`src/rtl/btb_predictor.sv`:
```
// Direct-mapped branch target buffer with 2-bit direction counters.
// Zero-latency lookup for IF and a single-port update from ID.
module btb_predictor #(
    parameter int ADDR_W  = 32,
    parameter int ENTRIES = 16,
    parameter int CNT_W   = 32,
    localparam int IDX_W  = $clog2(ENTRIES)
) (
    input  logic              clk,
    input  logic              rst,
    input  logic [ADDR_W-1:0] lookup_pc,
    output logic              pred_hit,
    output logic              pred_taken,
    output logic [ADDR_W-1:0] pred_next_pc,
    input  logic              upd_valid,
    input  logic [ADDR_W-1:0] upd_pc,
    input  logic              upd_taken,
    input  logic [ADDR_W-1:0] upd_target,
    input  logic              upd_is_jump,
    input  logic              upd_mispred,
    input  logic              flush,
    output logic [CNT_W-1:0]  stat_updates,
    output logic [CNT_W-1:0]  stat_mispred
);

    localparam int TAG_W = ADDR_W - IDX_W - 2;

    logic [ENTRIES-1:0] valid_q, valid_d;
    logic [TAG_W-1:0]   tag_q    [ENTRIES];
    logic [TAG_W-1:0]   tag_d    [ENTRIES];
    logic [ADDR_W-1:0]  target_q [ENTRIES];
    logic [ADDR_W-1:0]  target_d [ENTRIES];
    logic [1:0]         ctr_q    [ENTRIES];
    logic [1:0]         ctr_d    [ENTRIES];
    logic [CNT_W-1:0]   stat_upd_q, stat_upd_d;
    logic [CNT_W-1:0]   stat_mis_q, stat_mis_d;

    logic [IDX_W-1:0] lk_idx, up_idx;
    logic [TAG_W-1:0] lk_tag, up_tag;
    logic             up_hit;
    logic             unused;

    assign lk_idx = lookup_pc[IDX_W+1:2];
    assign lk_tag = lookup_pc[ADDR_W-1:IDX_W+2];
    assign up_idx = upd_pc[IDX_W+1:2];
    assign up_tag = upd_pc[ADDR_W-1:IDX_W+2];
    assign unused = &{1'b0, lookup_pc[1:0], upd_pc[1:0]};

    // Lookup reads only registered state, so a same-cycle update is invisible
    assign pred_hit     = valid_q[lk_idx] && (tag_q[lk_idx] == lk_tag);
    assign pred_taken   = pred_hit && ctr_q[lk_idx][1];
    assign pred_next_pc = pred_taken ? target_q[lk_idx]
                                     : lookup_pc + ADDR_W'(4);

    assign up_hit       = valid_q[up_idx] && (tag_q[up_idx] == up_tag);
    assign stat_updates = stat_upd_q;
    assign stat_mispred = stat_mis_q;

    always_comb begin
        valid_d    = valid_q;
        tag_d      = tag_q;
        target_d   = target_q;
        ctr_d      = ctr_q;
        stat_upd_d = stat_upd_q;
        stat_mis_d = stat_mis_q;
        if (flush) begin
            valid_d = '0;
            for (int i = 0; i < ENTRIES; i++) begin
                ctr_d[i] = 2'b01;
            end
        end else if (upd_valid) begin
            if (stat_upd_q != '1) begin
                stat_upd_d = stat_upd_q + 1'b1;
            end
            if (upd_mispred && stat_mis_q != '1) begin
                stat_mis_d = stat_mis_q + 1'b1;
            end
            if (up_hit) begin
                if (upd_is_jump) begin
                    ctr_d[up_idx]    = 2'b11;
                    target_d[up_idx] = upd_target;
                end else if (upd_taken) begin
                    if (ctr_q[up_idx] != 2'b11) begin
                        ctr_d[up_idx] = ctr_q[up_idx] + 2'b01;
                    end
                    target_d[up_idx] = upd_target;
                end else if (ctr_q[up_idx] != 2'b00) begin
                    ctr_d[up_idx] = ctr_q[up_idx] - 2'b01;
                end
            end else if (upd_taken) begin
                valid_d[up_idx]  = 1'b1;
                tag_d[up_idx]    = up_tag;
                target_d[up_idx] = upd_target;
                ctr_d[up_idx]    = upd_is_jump ? 2'b11 : 2'b10;
            end
        end
    end

    always_ff @(posedge clk or posedge rst) begin
        if (rst) begin
            valid_q    <= '0;
            stat_upd_q <= '0;
            stat_mis_q <= '0;
            for (int i = 0; i < ENTRIES; i++) begin
                tag_q[i]    <= '0;
                target_q[i] <= '0;
                ctr_q[i]    <= 2'b01;
            end
        end else begin
            valid_q    <= valid_d;
            tag_q      <= tag_d;
            target_q   <= target_d;
            ctr_q      <= ctr_d;
            stat_upd_q <= stat_upd_d;
            stat_mis_q <= stat_mis_d;
        end
    end

endmodule

```
`config.mk`:
```
export PLATFORM = sky130hd
export DESIGN_NAME = btb_predictor
export DESIGN_NICKNAME = d
export VERILOG_FILES = /design/src/rtl/btb_predictor.sv
export SDC_FILE = /design/constraint.sdc
export NUM_CORES = 2
export LEC_CHECK = 0
export BUFFER_PORTS_ARGS = -buffer_cell sky130_fd_sc_hd__clkbuf_2
export CAP_MARGIN = 20
export CORE_ASPECT_RATIO = 0.6
export CORE_MARGIN = 3
export CORE_UTILIZATION = 61
export DETAILED_ROUTE_END_ITERATION = 7
export PLACE_DENSITY = 0.77
export SETUP_SLACK_MARGIN = 0.4
export SLEW_MARGIN = 10
export SYNTH_ARGS = -nofsm -noshare
export SYNTH_HDL_FRONTEND = slang
export SYNTH_SLANG_ARGS = --single-unit
```
`constraint.sdc`:
```
create_clock -name clk -period 41.5 [get_ports clk]
set_clock_uncertainty 0.05 [all_clocks]
set_input_delay 2.075 -clock clk [delete_from_list [all_inputs] [get_ports clk]]
set_output_delay 2.075 -clock clk [all_outputs]
set_load 0.02 [all_outputs]
```
==> results.md <==
- Fillers: around 6000
- Post-Syn Nets: between 3000 and 4000
- Final Slew Violations: 0
- First-pass GRT wire length: roughly 220000 µm
- Num CTS Buffers: 93
- Worst-Margin Slew: ~1.2 ns
- Vias per cell: 6.780
- VDD IR-drop max: 27.14 µV
- Post-Synthesis Cell Area: 53840 µm²
- TNS Setup: 0 ns
- FP Rows: 83
- Routed Antenna Nets: 0
- Synth Instances: approximately 3600
- First drt pass iteration count: 8
- Placed instance area: 54800 µm²
- Slowest stage cell, crit path: buf_4
- Total routed wirelength: 142400 µm
- Residual DRC: 0
- Layout cell share with drive strength beyond 1: between 30% and 40%
- Drt initial violations: between 3000 and 4000
- Final Wtd Congestion: roughly 0.90
- Register area share after synthesis: 48.38%
- CP Launch Type: primary input
- Starting Density: 62.24%
- WP data arrival: about 8.3 ns
- TritonCTS clock tree: built
- Crit share post-route: 24.99%
- Async S/R FF share, synth: 100.0%
- Number of global-route vias before repair: 33500
- Syn_area_per_cell: 14.88 µm²
- Fin. Hold Viols: 0
- Max_slew headroom: 17.61%
- Pleak: around 27 nW
- RSZ-0062 raised after global routing: false
- Detail Placement HPWL: between 80000 and 90000 µm
- Grt total ovfl: 0
- Total chip power: 2.560 mW
- Critical Path RT: between 30 and 40 ns
- Placed Cells: approximately 4700
- I/O Pins: ~200
- Synth cell types: 76
- Hold buffers post-CTS: 0
- Post-CTS Setup Inserts: 0
- Ys flop type: dfrtp_1
- CP Class: primary input to primary output
- Core area: 86510 µm²
- Worst setup EP type: primary output
- Minimum clock period: between 10 and 15 ns
- Status: completed
- Max cap viols: 0
- Root Buffer: clkbuf_16
- Cell Pwr Density: 43.97 nW/µm²
- CP cell instances: buf_8 -> buf_4 -> buf_4 -> mux4_2 -> nor2b_1 -> a211oi_1 -> a21oi_1 -> xnor2_1 -> nand4_1 -> nor4_2 -> nand2_2 -> mux2_2 -> clkbuf_2
- All-Layer GR Usage: 31.26%
- Clock transition at path regs: approximately 0.06 ns
- Final setup fails: 0
- Post-DR wirelength/cell: 29.18 µm
- Post-layout net count: roughly 3800
- Post-synth EDFFs: 0
- Die Ht: 236.1 µm
- Most frequent CP cell: buf_4
- Final core occ: 67.32%
- Buffers plus inverters on the worst setup path: 4
- Die X: around 400 µm
- Via Count: 33090
- Final Cell Area: 58230 µm²
- Syn-to-layout area delta: 8.159%
- Largest delay share family, worst path: buffers and inverters
- Max incr delay on CP: 0.77 ns
- H-tree depth: 3
- Port Buf Inserts: 198
- Num Clock Sinks: 1040
- Fmax achieved: 96.41 MHz
- Hold crit path type: flip-flop to flip-flop
- Die ar.: just over 90000 µm²
- Worst-Skew Late Latency: 0.71 ns
- Clock Path Buffers: 3
- Final Non-Filler Cells: 4880
- CTS resizes: 0
- Synthesis-stage register bit count: 1040
- CP max FO: 58
- Initial antenna violation count: 10
- Largest net degree at the start of global routing: 160
- Yosys warnings: 0
[sequential cells by signal, indices dropped and copies added, names as in the netlist]
register,cells
tag_q,416
valid_q,16
stat_mispred,32
stat_updates,32
target_q,512
ctr_q,32
[power by group]
part | leakage [nW] | switching [mW] | total (mW) | internal [mW]
clock | 1.64 | 0.402 | 0.943 | 0.542
combinational | 11.6 | 0.182 | 0.391 | 0.209
sequential | 13.8 | 0.0857 | 1.23 | 1.14
[path summary, 6_finish.rpt]
| check | start | endpoint | slack (ns) | cells after the start |
|---|---|---|---|---|
| hold reg to reg | target_q[317] | target_q[317] | 0.43 | 1 |
| setup reg to reg | tag_q[263] | tag_q[133] | 35.59 | 9 |
| min in group asynchronous | rst | target_q[163] | 1.47 | 2 |
| setup / recovery | lookup_pc[2] | pred_next_pc[6] | 31.13 | 13 |
| hold / removal | target_q[317] | target_q[317] | 0.43 | 1 |
| max in group asynchronous | rst | target_q[450] | 36.83 | 5 |
[cell usage after synthesis, types with 52 or more instances]
master | count | area share [%]
dfrtp_1 | 1024 | 48
mux4_2 | 349 | 15
mux2_1 | 427 | 8.9
xnor2_1 | 98 | 1.6
mux2i_1 | 129 | 2.4
clkbuf_1 | 132 | 0.92
nand2_1 | 79 | 0.55
buf_6 | 56 | 1.2
mux2_2 | 470 | 9.8
mux2_4 | 73 | 2.0
nor2_1 | 76 | 0.53
nand3_1 | 52 | 0.48
[cell families after synthesis]
logic type               after synthesis  synth area share (%)
AO/OA/AOI/OAI                        220                 3.063
adder cells (fa/ha/maj)                5                0.1162
XOR/XNOR                             141                 2.294
multiplexers                        1448                 37.79
buffers and inverters                357                 3.916
flip-flops                          1040                 48.38
AND/OR/NAND/NOR                      408                 4.441
[routing by layer]
| layer | global-route usage [%] | vias up | wire length (µm) |
|---|---|---|---|
| met5 | 0.1558 | - | 61 |
| met4 | 7.140 | 8 | 2988 |
| met3 | 10.77 | 204 | 14540 |
| met2 | 43.92 | 1390 | 62110 |
| met1 | 47.16 | 17800 | 62690 |
| li1 | - | 13690 | - |
[final cells by class]
class	instances	area (µm²)	area share, %
clock buffers	131	2721	4.673
repair buffers	252	1510	2.593
diodes	7	17.52	0.03008
multi-input cells	2222	25730	44.18
inverters	39	153.9	0.2643
clock inverters	42	623.1	1.070
flip-flops and latches	1040	26050	44.73
well taps	1147	1435	2.464
[cell usage in the layout (no fill, tap or decap), types with 38 or more instances in the layout]
cell and n:
dfrtp_1 1024, mux2_2 470, mux2_1 427, mux4_2 349, clkbuf_2 191, mux2i_1 129
xnor2_1 98, clkbuf_16 94, nand2_1 78, nor2_1 76, mux2_4 73, nand3_1 52
a21oi_1 51, buf_4 50, xor2_1 43, inv_1 38, nor3_1 38
[through the flow]
| stage | hold slack (ns) | setup WS (ns) |
|---|---|---|
| global placement | 0.4115 | 30.92 |
| floorplan | 0.4024 | 10.13 |
| CTS | 0.4326 | 30.92 |
| detailed placement | 0.4186 | 30.93 |
| finish | 0.4295 | 31.13 |
| global route | 0.4401 | 30.87 |
Note: power is estimated with default switching activity, not from simulation.
